### config.mk
export PLATFORM = sky130hd
export DESIGN_NAME = pwm_multi_channel
export DESIGN_NICKNAME = d
export VERILOG_FILES = /design/src/rtl/pwm_multi_channel.sv
export SDC_FILE = /design/constraint.sdc
export NUM_CORES = 1
export LEC_CHECK = 0
export BUFFER_PORTS_ARGS = -buffer_cell sky130_fd_sc_hd__buf_2
export CAP_MARGIN = 20
export CORE_ASPECT_RATIO = 2
export CORE_MARGIN = 1
export CORE_UTILIZATION = 45
export CTS_CLUSTER_DIAMETER = 150
export DETAILED_ROUTE_END_ITERATION = 10
export HOLD_SLACK_MARGIN = 0.06
export SYNTH_ARGS = -nofsm -noshare
export SYNTH_HDL_FRONTEND = slang
export SYNTH_SLANG_ARGS = --single-unit
### constraint.sdc
create_clock -name clk -period 2.6 [get_ports clk]
set_input_delay 0.26 -clock clk [delete_from_list [all_inputs] [get_ports clk]]
set_output_delay 0.26 -clock clk [all_outputs]
set_load 0.005 [all_outputs]
### src/rtl/pwm_multi_channel.sv
`timescale 1ns/1ps
`default_nettype none
// +----------------------------------------------------------------------------+
// | Module      : pwm_multi_channel                                            |
// | Description : Shared-counter multi-channel PWM with prescaler, channel     |
// |               enables and boundary-loaded period/duty shadow registers.    |
// |               Optional per-channel output polarity: PWM_MC_POLARITY_EN.    |
// | Revision    : 1.0 - initial release                                        |
// +----------------------------------------------------------------------------+
module pwm_multi_channel #(
  parameter  int WIDTH    = 12,
  parameter  int CHANNELS = 4,
  parameter  int PRESC_W  = 8,
  localparam int CH_AW    = (CHANNELS > 1) ? $clog2(CHANNELS) : 1
) (
  input  logic                clk,
  input  logic                rst_n,
  input  logic                wr_en,
  input  logic [1:0]          wr_reg,
  input  logic [CH_AW-1:0]    wr_ch,
  input  logic [WIDTH-1:0]    wr_data,
  output logic [CHANNELS-1:0] pwm_out,
  output logic                period_tick
);

  localparam logic [1:0]         c_reg_period = 2'd0;
  localparam logic [1:0]         c_reg_duty   = 2'd1;
  localparam logic [1:0]         c_reg_presc  = 2'd2;
  localparam logic [1:0]         c_reg_ctrl   = 2'd3;
  localparam logic [WIDTH-1:0]   c_cnt_one    = WIDTH'(1);
  localparam logic [PRESC_W-1:0] c_psc_one    = PRESC_W'(1);

  logic [WIDTH-1:0]    r_per_p;
  logic [WIDTH-1:0]    r_per_a;
  logic [WIDTH-1:0]    r_cnt;
  logic [PRESC_W-1:0]  r_presc;
  logic [PRESC_W-1:0]  r_psc_cnt;
  logic [CHANNELS-1:0] r_en_mask;
  logic [CHANNELS-1:0] w_pol_mask;
  logic                w_running;
  logic                w_tick;
  logic                w_wrap;
  logic                w_load;
  logic                w_presc_wr;
  logic                w_ctrl_wr;

  assign w_running  = (r_per_a != '0);
  assign w_tick     = w_running && (r_psc_cnt == r_presc);
  // per_a - 1 only matters while running; w_tick already implies that
  assign w_wrap     = w_tick && (r_cnt == (r_per_a - c_cnt_one));
  assign w_load     = !w_running || w_wrap;
  assign w_presc_wr = wr_en && (wr_reg == c_reg_presc);
  assign w_ctrl_wr  = wr_en && (wr_reg == c_reg_ctrl);

  always_ff @(posedge clk or negedge rst_n) begin
    if (!rst_n) begin
      r_per_p   <= '0;
      r_presc   <= '0;
      r_en_mask <= '0;
    end else begin
      if (wr_en && (wr_reg == c_reg_period)) r_per_p <= wr_data;
      if (w_presc_wr) r_presc <= wr_data[PRESC_W-1:0];
      if (w_ctrl_wr) r_en_mask <= wr_data[CHANNELS-1:0];
    end
  end

`ifdef PWM_MC_POLARITY_EN
  logic [CHANNELS-1:0] r_pol_mask;

  always_ff @(posedge clk or negedge rst_n) begin
    if (!rst_n) begin
      r_pol_mask <= '0;
    end else if (w_ctrl_wr) begin
      r_pol_mask <= wr_data[2*CHANNELS-1:CHANNELS];
    end
  end

  assign w_pol_mask = r_pol_mask;
`else
  assign w_pol_mask = '0;
`endif

  // A prescale write restarts the divider so the new ratio begins cleanly
  always_ff @(posedge clk or negedge rst_n) begin
    if (!rst_n) begin
      r_psc_cnt <= '0;
    end else if (!w_running || w_presc_wr || w_tick) begin
      r_psc_cnt <= '0;
    end else begin
      r_psc_cnt <= r_psc_cnt + c_psc_one;
    end
  end

  always_ff @(posedge clk or negedge rst_n) begin
    if (!rst_n) begin
      r_cnt       <= '0;
      r_per_a     <= '0;
      period_tick <= 1'b0;
    end else begin
      period_tick <= w_wrap;
      if (w_load) r_per_a <= r_per_p;
      if (!w_running || w_wrap) begin
        r_cnt <= '0;
      end else if (w_tick) begin
        r_cnt <= r_cnt + c_cnt_one;
      end
    end
  end

  for (genvar gi = 0; gi < CHANNELS; gi++) begin : g_ch
    localparam logic [CH_AW-1:0] c_idx = CH_AW'(gi);

    logic [WIDTH-1:0] r_duty_p;
    logic [WIDTH-1:0] r_duty_a;
    logic             r_pwm;
    logic             w_duty_wr;
    logic             w_raw;

    // Indices with no matching channel never decode, so such writes are dropped
    assign w_duty_wr = wr_en && (wr_reg == c_reg_duty) && (wr_ch == c_idx);
    assign w_raw     = r_en_mask[gi] && w_running && (r_cnt < r_duty_a);

    always_ff @(posedge clk or negedge rst_n) begin
      if (!rst_n) begin
        r_duty_p <= '0;
        r_duty_a <= '0;
        r_pwm    <= 1'b0;
      end else begin
        if (w_duty_wr) r_duty_p <= wr_data;
        if (w_load) r_duty_a <= r_duty_p;
        r_pwm <= w_raw ^ w_pol_mask[gi];
      end
    end

    assign pwm_out[gi] = r_pwm;
  end

endmodule
`default_nettype wire

==> impl_metrics.py, run 1 <==
metrics = {
    "synth": {
        "syn_area_sq_mm": 0.00804,
        "ys_ff_latch": 157,
        "yosys.area.top_type": "dfrtp_1",
        "synth_area_leaders": "dfrtp_1 49%, mux2_2 10%, mux2_4 9.3%",
        "synth_edf_count": 0,
        "yosysSeqAreaShare": 0.489,
        "synthesis.nets": 697,
        "synth-adder-area-share": 0.0747,
        "async_flop_share": 1.00,
        "synth_xor_area_frac": 0.0414,
        "synth_top_family_by_area": "multiplexers",
        "yosys_warnings": 0,
        "syn_inst": 630,
        "synth_compound_area_frac": 0.0495,
        "yosysMostFrequentCell": "dfrtp_1",
        "synth.distinct_cells": 52,
        "yosys.area.top_type_share": 0.489,
        "synth-simple-area-share": 0.0948,
        "synthMuxAreaShare": 0.200,
        "postSynthAreaPerCell_sq_um": 12.8,
        "synth_top_flop_cell": "dfrtp_1",
        "synth_common_cells": "157 x dfrtp_1, 72 x mux2_2, 50 x inv_1, 50 x mux2_4, 48 x ha_1",
    },
    "route": {
        "first_pass_iters": 4,
        "routedWlPerCell_microns": 20.4,
        "via_per_inst": 5.49,
        "ant_nets": 0,
        "route.detailed.drc": 0,
        "drt_iter0_drc": 200,
        "via_count": 5031,
        "drt_wl_total_mm": 18.7,
    },
    "place": {
        "dpl.cell_count": 872,
        "dp_slack_ns": 0.0134,
        "hpwl_mm": 13.4,
        "port_buffers": 23,
        "dpl_cell_area_sq_mm": 0.00852,
        "gp_congestion": 0.875,
    },
    "finish": {
        "area_growth_pct": 16.6,
        "ff_latch_area_sq_mm": 0.00393,
        "final_nets": 760,
        "multi_input_area_sq_mm": 0.00378,
        "drive_gt1_frac": 0.353,
        "stdcell_count": 916,
        "nFillCells": 1513,
        "fin_area_sq_mm": 0.00937,
        "insertedDiodeCount": 0,
        "post-route-util": 0.540,
    },
    "grt": {
        "antenna_found_initial": 0,
        "grt_pass1_vias": 5560,
        "grt_util_all_layers": 0.219,
        "grt_max_degree": 54,
        "grt_pass1_wl_mm": 29.4,
        "overflow": 0,
    },
    "sta": {
        "finalHoldViolations": 0,
        "worstMarginPinSlew_ns": 0.519,
        "rsz0062_at_grt": "yes",
        "finClkSkew_ns": 0.0110,
        "max_freq_mhz": 387,
        "holdWs_ns": 0.151,
        "slew_headroom": 0.654,
        "setup_tns_ns": 0,
        "min_period_over_period": 0.993,
        "worst_slack_ns": 0.0179,
        "fin_crit_ns": 2.58,
        "drv_slew": 0,
        "finalSetupViolCount": 0,
    },
    "power_and_ir_drop": {
        "pwr_density_cell_mw_per_mm2": 962,
        "pwr-share-seq": 0.401,
        "static-leakage-power_nw": 4.38,
        "finalPower_mw": 9.01,
        "swShare": 0.324,
        "pwr-share-clk": 0.279,
        "power.net_switching_mw": 2.92,
        "power.internal_mw": 6.09,
        "peakVddDrop_uv": 481,
        "pwr-share-comb": 0.320,
    },
    "worst_setup_path": {
        "path_class": "flop to flop",
        "cp_data_arrival_time_ns": 2.89,
        "cp_max_fo": 7,
        "cp_slowest_cell": "or4_4",
        "startpoint_type": "flop",
        "worstPathCellList": "buf_6 > or4_4 > o21ai_2 > o31ai_2 > a211oi_2 > nand4_4 > nand2_8 > clkbuf_16 > mux2_4",
        "required_ns": 2.91,
        "worst_path_largest_cell_delay_ns": 0.56,
        "crit_path_end_kind": "flop",
        "r2r_cells": 9,
    },
    "floorplanning": {
        "die-area_sq_mm": 0.0184,
        "initial_core_util": 0.463,
        "fp.coreArea_sq_mm": 0.0174,
        "die_h_microns": 191,
        "rows": 68,
        "ios": 24,
        "die_x_microns": 96.5,
    },
    "worst_hold_path": {
        "hp-class": "primary input to flop",
        "min_path_cells": 2,
    },
    "clocking": {
        "cts_sinks": 157,
        "clock-root-buffer": "clkbuf_16",
        "h-tree-depth": 4,
        "clock_path_buffers": 2,
        "cts_tree": "built",
        "clk_pin_slew_ns": 0.06,
        "clock_latency_ns": 0.43,
        "cts_buffers": 17,
    },
    "run": {
        "maxCapViolCount": 0,
    },
    "outcome": {
        "outcome": "complete, no violations",
    },
}
[logic make-up (layout without fill, tap and decap cells)]
group | count (synthesis) | after routing
fa+ha+maj | 48 | 48
compound gates | 57 | 57
simple gates | 128 | 129
flops | 157 | 157
mux | 126 | 126
buf+inv | 76 | 151
xor+xnor | 38 | 38
[registers in the layout, summed over array words and instances (netlist names)]
register       flops
g_ch.r_duty_a     48
g_ch.r_duty_p     48
g_ch.r_pwm         4
period_tick        1
r_cnt             12
r_en_mask          4
r_per_a           12
r_per_p           12
r_presc            8
r_psc_cnt          8
[critical path, delay by kind of cell (launching register included)]
family | cells | cell delay (ns)
flip-flops | 1 | 0.39
AO/OA/AOI/OAI | 3 | 0.52
buffers and inverters | 2 | 0.31
multiplexers | 1 | 0.29
AND/OR/NAND/NOR | 3 | 0.95
[path summary, 6_finish.rpt]
check / slack, ns / startpoint / end
hold / removal: 0.15 / wr_data[11] / g_ch[0].r_duty_p[11]
hold reg to reg: 0.49 / r_per_p[2] / r_per_a[2]
setup reg to reg: 0.02 / r_per_a[0] / g_ch[2].r_duty_a[2]
min in group asynchronous: 0.34 / rst_n / g_ch[0].r_duty_p[1]
setup / recovery: 0.02 / r_per_a[0] / g_ch[2].r_duty_a[2]
max in group asynchronous: 1.46 / rst_n / g_ch[3].r_duty_p[11]
[per-layer routing]
layer / track usage / wire length, microns / up-vias
met5: 0 / 0 / -
met4: 0.102 / 717 / 0
met3: 0.0358 / 340 / 41
met2: 0.396 / 10500 / 92
met1: 0.240 / 7110 / 2580
li1: - / - / 2318
[cell type report]
cell class / instances / share of cell area
Clock buffer: 18 / 0.0469
Clock inverter: 14 / 0.0168
Inverter: 50 / 0.0200
Multi-Input combinational cell: 398 / 0.404
Sequential cell: 157 / 0.419
Tap cell: 210 / 0.0280
Timing Repair Buffer: 69 / 0.0650
[power by group through the flow]
stage | logic, mW | registers (mW) | clock network [mW]
final | 2.89 | 3.61 | 2.51
after global routing | 3.16 | 3.69 | 2.66
after global placement | 2.61 | 3.60 | 0
after floorplan | 1.98 | 3.44 | 0
after CTS | 2.73 | 3.60 | 2.57
after detailed placement | 2.72 | 3.64 | 0
[repair_timing]
item	4_1_cts	5_1_grt
hold buffers	1	0
resized for setup	0	20
endpoints found under the setup margin	0	54
hold endpoints to repair	49	0
setup buffers	0	6
[layout by cell type, fill, tap and decap left out, drive strengths merged, types with 6 or more instances in the layout]
master / n
dfrtp: 157
clkbuf: 21
and3: 6
nand4: 7
buf: 65
a21oi: 11
ha: 48
nand2b: 7
nor4: 8
inv: 55
o21ai: 6
nor2: 24
mux2: 126
xnor2: 17
xor2: 21
a22o: 6
nor3: 13
nand3: 16
a21o: 20
nand2: 26
(Power assumes the default switching activity.)
==> run 2: changes to the inputs <==
--- a/config.mk
+++ b/config.mk
@@ -7,12 +7,16 @@
 export LEC_CHECK = 0
 export BUFFER_PORTS_ARGS = -buffer_cell sky130_fd_sc_hd__buf_2
 export CAP_MARGIN = 20
+export CELL_PAD_IN_SITES_DETAIL_PLACEMENT = 0
+export CELL_PAD_IN_SITES_GLOBAL_PLACEMENT = 2
 export CORE_ASPECT_RATIO = 2
 export CORE_MARGIN = 1
-export CORE_UTILIZATION = 45
+export CORE_UTILIZATION = 40
 export CTS_CLUSTER_DIAMETER = 150
 export DETAILED_ROUTE_END_ITERATION = 10
 export HOLD_SLACK_MARGIN = 0.06
+export PLACE_DENSITY_LB_ADDON = 0.1
 export SYNTH_ARGS = -nofsm -noshare
 export SYNTH_HDL_FRONTEND = slang
 export SYNTH_SLANG_ARGS = --single-unit
+export TNS_END_PERCENT = 30
==> impl_metrics.py, run 2 (synthesis results as in run 1) <==
metrics = {
    "worst_hold_path": {
        "hp-class": "primary input to flop",
        "hp-start": "wr_data[6]",
        "holdPathEnd": "g_ch[3].r_duty_p[6]",
        "min_path_cells": 2,
    },
    "worst_setup_path": {
        "startpoint_type": "flop",
        "crit_path_end_kind": "flop",
        "cp_max_fo": 16,
        "crit_family": "simple AND/OR/NAND/NOR gates",
        "cp_slowest_cell": "or4_4",
        "reg2reg_from": "r_per_a[0]",
        "worst_path_largest_cell_delay_ns": 0.56,
        "cp_data_arrival_time_ns": 2.88,
        "path_class": "flop to flop",
        "crit_buf_inv": 2,
        "rrSetupSlack_ns": 0.03,
        "r2r_cells": 9,
        "cp.depth": 9,
        "worstPathCellList": "buf_6 > or4_4 > o21ai_2 > o31ai_2 > a211oi_2 > nand4_4 > nand2_8 > buf_12 > mux2_4",
        "reg2reg_to": "g_ch[3].r_duty_a[0]",
        "required_ns": 2.91,
    },
    "floorplanning": {
        "initial_core_util": 0.405,
        "ios": 24,
        "die_h_microns": 202,
        "die-area_sq_mm": 0.0207,
        "rows": 73,
        "fp.coreArea_sq_mm": 0.0198,
        "die_x_microns": 102,
    },
    "sta": {
        "finClkSkew_ns": 0.0123,
        "drv_slew": 0,
        "rsz0062_at_grt": "yes",
        "finalHoldViolations": 0,
        "worst_slack_ns": 0.0289,
        "worstMarginPinSlew_ns": 0.745,
        "slew_headroom": 0.503,
        "min_period_over_period": 0.989,
        "finalSetupViolCount": 0,
        "max_freq_mhz": 389,
        "fin_crit_ns": 2.57,
    },
    "finish": {
        "final_common_cell": "dfrtp_1",
        "final_nets": 771,
        "insertedDiodeCount": 0,
        "stdcell_count": 979,
        "area_growth_pct": 18.6,
        "drive_gt1_frac": 0.365,
        "nFillCells": 1816,
        "reg_top3": "g_ch.r_duty_a (48), g_ch.r_duty_p (48)",
        "post-route-util": 0.481,
        "final_cell_mix": "157 x dfrtp_1, 72 x mux2_2, 54 x mux2_4",
    },
    "place": {
        "port_buffers": 23,
        "dpl.cell_count": 938,
        "dp_slack_ns": -0.101,
        "hpwl_mm": 13.8,
        "gp_congestion": 0.758,
    },
    "run": {
        "maxCapViolCount": 0,
    },
    "power_and_ir_drop": {
        "static-leakage-power_nw": 4.46,
        "peakVddDrop_uv": 660,
        "pwr-share-seq": 0.387,
        "pwr-share-clk": 0.292,
        "pwr-share-comb": 0.321,
        "power.internal_mw": 6.40,
        "power.net_switching_mw": 2.91,
        "swShare": 0.312,
        "pwr_density_cell_mw_per_mm2": 977,
        "finalPower_mw": 9.31,
    },
    "clocking": {
        "h-tree-depth": 4,
        "clk_pin_slew_ns": 0.06,
        "clock_latency_ns": 0.43,
        "clock_path_buffers": 2,
        "cts_buffers": 17,
        "cts_sinks": 157,
        "clock-root-buffer": "clkbuf_16",
        "cts_tree": "built",
    },
    "route": {
        "drt_iter0_drc": 96,
        "via_count": 4886,
        "ant_nets": 0,
        "route.detailed.drc": 0,
        "via_per_inst": 4.99,
        "first_pass_iters": 4,
        "drt_wl_total_mm": 18.7,
        "routedWlPerCell_microns": 19.1,
    },
    "grt": {
        "grt_pass1_vias": 5296,
        "grtUsageMet3": 0.0284,
        "grt_pass1_wl_mm": 29.6,
        "met2_usage": 0.368,
        "overflow": 0,
        "grt_max_degree": 75,
        "antenna_found_initial": 0,
        "busiest_layer": "met2",
        "met1_usage": 0.224,
        "grt_util_all_layers": 0.198,
    },
    "outcome": {
        "outcome": "complete, no violations",
    },
}
==> run 2: cell types whose count changed in the layout (fill, tap and decap cells not counted), moves of 2 or more <==
cell	previous run	this run
buf_4	31	49
buf_6	7	3
clkinvlp_4	5	1
buf_12	3	5
bufinv_16	2	4
clkbuf_16	20	18
==> run 2: worst max-delay path by stage <==
stage                           from              endpoint  slack, ns
final                     r_per_a[0]   g_ch[3].r_duty_a[0]       0.03
after global routing      r_per_a[0]   g_ch[0].r_duty_a[1]      -0.05
after CTS                 r_per_a[1]   g_ch[3].r_duty_a[0]      0.007
after detailed placement  r_per_a[0]   g_ch[3].r_duty_a[0]      -0.10
after global placement    r_per_a[0]   g_ch[0].r_duty_a[0]      -0.02
after floorplan           r_per_a[0]  g_ch[1].r_duty_a[10]       0.04
==> run 2: layout make-up <==
| type | count | area, sq um | share of cell area |
|---|---|---|---|
| Sequential cell | 157 | 3930 | 0.412 |
| Inverter | 50 | 188 | 0.0197 |
| Multi-Input combinational cell | 397 | 3790 | 0.398 |
| Tap cell | 262 | 328 | 0.0344 |
| Timing Repair Buffer | 81 | 647 | 0.0679 |
| Clock inverter | 14 | 205 | 0.0215 |
| Clock buffer | 18 | 439 | 0.0461 |
==> run 2: what timing repair did <==
action	CTS	global route
hold buffers	1	0
setup endpoints to repair	59	58
hold endpoints to repair	70	0
pin swaps	4	2
setup buffers	1	6
resized for setup	1	16
gates cloned	0	1
==> run 2: metrics by stage <==
stage               TNS [ns]  hold WS, ns  area [sq um]
floorplan                  0      -0.0356          8040
global route           -1.22        0.178          9530
global placement      -0.333        0.334          8710
finish                     0        0.186          9530
detailed placement     -4.08        0.338          8710
CTS                        0        0.170          9380
==> run 2: worst reg2reg max path, cell delays in order (launching register included) <==
cell,delay [ns]
dfrtp_1,0.40
buf_6,0.13
or4_4,0.56
o21ai_2,0.14
o31ai_2,0.08
a211oi_2,0.26
nand4_4,0.17
nand2_8,0.18
buf_12,0.20
mux2_4,0.32
==> run 2: power groups by stage <==
| stage | Clock (mW) | Combinational, mW | Sequential [mW] |
|---|---|---|---|
| 2_1_floorplan | 0 | 1.98 | 3.44 |
| 3_3_place_gp | 0 | 2.77 | 3.61 |
| 3_5_place_dp | 0 | 2.83 | 3.64 |
| 4_1_cts | 2.77 | 2.87 | 3.60 |
| 5_1_grt | 2.88 | 3.29 | 3.69 |
| 6_report | 2.72 | 2.99 | 3.60 |
==> run 2: metal layers <==
layer	wire length, microns	vias up
met4	422	0
met1	7390	2471
met3	301	26
met5	0	-
li1	-	2332
met2	10600	57
==> run 3: changes to the inputs <==
==> constraint.sdc (replaced) <==
create_clock -name clk -period 2.2 [get_ports clk]
set_input_delay 0.22 -clock clk [delete_from_list [all_inputs] [get_ports clk]]
set_output_delay 0.22 -clock clk [all_outputs]
set_load 0.005 [all_outputs]
==> impl_metrics.py, run 3 (synthesis results as in run 1) <==
metrics = {
    "outcome": {
        "outcome": "finished with violations",
        "violations": "negative setup slack",
    },
    "worst_hold_path": {
        "hp-class": "primary input to flop",
        "holdPathEnd": "g_ch[1].r_duty_p[11]",
        "hp-start": "wr_data[11]",
        "min_path_cells": 2,
    },
    "worst_setup_path": {
        "reg2reg_to": "g_ch[3].r_duty_a[0]",
        "startpoint_type": "flop",
        "r2r_cells": 9,
        "cp_slowest_cell": "or4_4",
        "worst_path_largest_cell_delay_ns": 0.59,
        "crit_family": "simple AND/OR/NAND/NOR gates",
        "crit_buf_inv": 2,
        "cp_max_fo": 6,
        "path_class": "flop to flop",
        "required_ns": 2.52,
        "rrSetupSlack_ns": -0.42,
        "crit_path_end_kind": "flop",
        "reg2reg_from": "r_per_a[1]",
        "cp_data_arrival_time_ns": 2.93,
        "worstPathCellList": "or4_4 > o21ai_2 > o31ai_2 > a211oi_2 > nand4_4 > nand2_8 > buf_12 > buf_16 > mux2_4",
    },
    "route": {
        "first_pass_iters": 4,
        "routedWlPerCell_microns": 19.6,
        "ant_nets": 0,
        "via_per_inst": 5.02,
        "route.detailed.drc": 0,
        "drt_iter0_drc": 156,
        "via_count": 5057,
        "drt_wl_total_mm": 19.7,
    },
    "grt": {
        "grt_util_all_layers": 0.212,
        "grt_max_degree": 51,
        "antenna_found_initial": 0,
        "grt_pass1_wl_mm": 31.5,
        "overflow": 0,
        "grt_pass1_vias": 5569,
    },
    "sta": {
        "rsz0062_at_grt": "yes",
        "finalSetupViolCount": 72,
        "setup_tns_ns": -23.13,
        "worst_slack_ns": -0.418,
        "finalHoldViolations": 0,
        "finClkSkew_ns": 0.00968,
        "fin_crit_ns": 2.62,
        "holdWs_ns": 0.138,
        "min_period_over_period": 1.19,
        "worstMarginPinSlew_ns": 0.551,
        "drv_slew": 0,
        "max_freq_mhz": 382,
        "slew_headroom": 0.632,
    },
    "power_and_ir_drop": {
        "power.internal_mw": 7.58,
        "pwr-share-clk": 0.266,
        "pwr-share-seq": 0.380,
        "finalPower_mw": 11.0,
        "power.net_switching_mw": 3.44,
        "swShare": 0.312,
        "pwr_density_cell_mw_per_mm2": 1120,
        "pwr-share-comb": 0.354,
        "static-leakage-power_nw": 4.62,
        "peakVddDrop_uv": 708,
    },
    "clocking": {
        "clock_path_buffers": 2,
        "clock-root-buffer": "clkbuf_16",
        "clock_latency_ns": 0.44,
        "cts_buffers": 17,
        "cts_sinks": 157,
        "h-tree-depth": 4,
        "clk_pin_slew_ns": 0.06,
        "cts_tree": "built",
    },
    "floorplanning": {
        "fp.coreArea_sq_mm": 0.0198,
        "die-area_sq_mm": 0.0207,
        "ios": 24,
        "initial_core_util": 0.405,
        "rows": 73,
        "die_x_microns": 102,
        "die_h_microns": 202,
    },
    "finish": {
        "nFillCells": 1819,
        "final_cell_mix": "155 x dfrtp_1, 72 x mux2_2, 72 x buf_4",
        "reg_top3": "g_ch.r_duty_a (48), g_ch.r_duty_p (48)",
        "drive_gt1_frac": 0.403,
        "insertedDiodeCount": 0,
        "area_growth_pct": 22.4,
        "final_common_cell": "dfrtp_1",
        "final_nets": 800,
    },
    "place": {
        "gp_congestion": 0.798,
        "hpwl_mm": 14.6,
        "port_buffers": 23,
    },
    "run": {
        "maxCapViolCount": 0,
    },
}
==> run 3: worst max-delay path by stage <==
stage                                 endpoint        from  slack, ns  depth (start not counted)
after global routing       g_ch[0].r_duty_a[1]  r_per_a[0]      -0.47                         12
after floorplan           g_ch[1].r_duty_a[10]  r_per_a[0]      -0.23                         10
after detailed placement   g_ch[1].r_duty_a[8]  r_per_a[0]      -0.64                          8
after global placement    g_ch[1].r_duty_a[10]  r_per_a[0]      -0.60                          8
after CTS                  g_ch[0].r_duty_a[1]  r_per_a[1]      -0.41                          9
final                      g_ch[3].r_duty_a[0]  r_per_a[1]      -0.42                          9
==> run 3: per-stage QoR <==
stage / worst slack, ns / instance area (sq um) / util / std cells
2_1_floorplan: -0.229 / 8040 / - / 630
3_3_place_gp: -0.601 / 8920 / 0.450 / 965
6_report: -0.418 / 9830 / 0.496 / 1008
4_1_cts: -0.414 / 9700 / 0.489 / 1004
3_5_place_dp: -0.641 / 8920 / 0.450 / 965
5_1_grt: -0.473 / 9830 / 0.496 / 1008
==> run 3: what timing repair did <==
item / CTS / global route
hold buffers: 1 / 0
setup buffers: 5 / 3
cloned: 1 / 2
pin swaps: 1 / 5
gates resized for setup: 15 / 19
hold endpoints to repair: 47 / 0
setup endpoints to repair: 74 / 74
==> run 3: power by group through the flow <==
stage	Combinational, mW	Clock [mW]	Sequential, mW
detailed placement	3.72	0	4.21
CTS	3.86	3.01	4.19
finish	3.91	2.93	4.19
floorplan	2.36	0	4.07
global placement	3.64	0	4.17
global route	4.29	3.12	4.28
==> run 3: final cells by class <==
cell class | count | area, sq um | share of cell area
clock inverter | 8 | 78.8 | 0.00802
sequential | 157 | 3930 | 0.400
inverter | 50 | 188 | 0.0191
clock buffer | 24 | 522 | 0.0531
multi-input combinational | 397 | 3850 | 0.391
tap | 262 | 328 | 0.0333
timing repair buffer | 110 | 938 | 0.0954
==> run 3: worst reg2reg max path, delay by kind of cell, from the launching register on <==
kind                   cells  cell delay, ns
AOI/OAI and AO/OA          3            0.55
buffers and inverters      2            0.27
muxes                      1            0.31
DFF                        1            0.44
and+or+nand+nor            3            0.93
==> run 3: metal layers <==
metal | routed length (microns) | GRT usage | vias up
met1 | 7380 | 0.222 | 2587
met2 | 11700 | 0.409 | 43
met5 | 0 | 0 | -
met3 | 325 | 0.0370 | 23
met4 | 348 | 0.0694 | 0
li1 | - | - | 2404
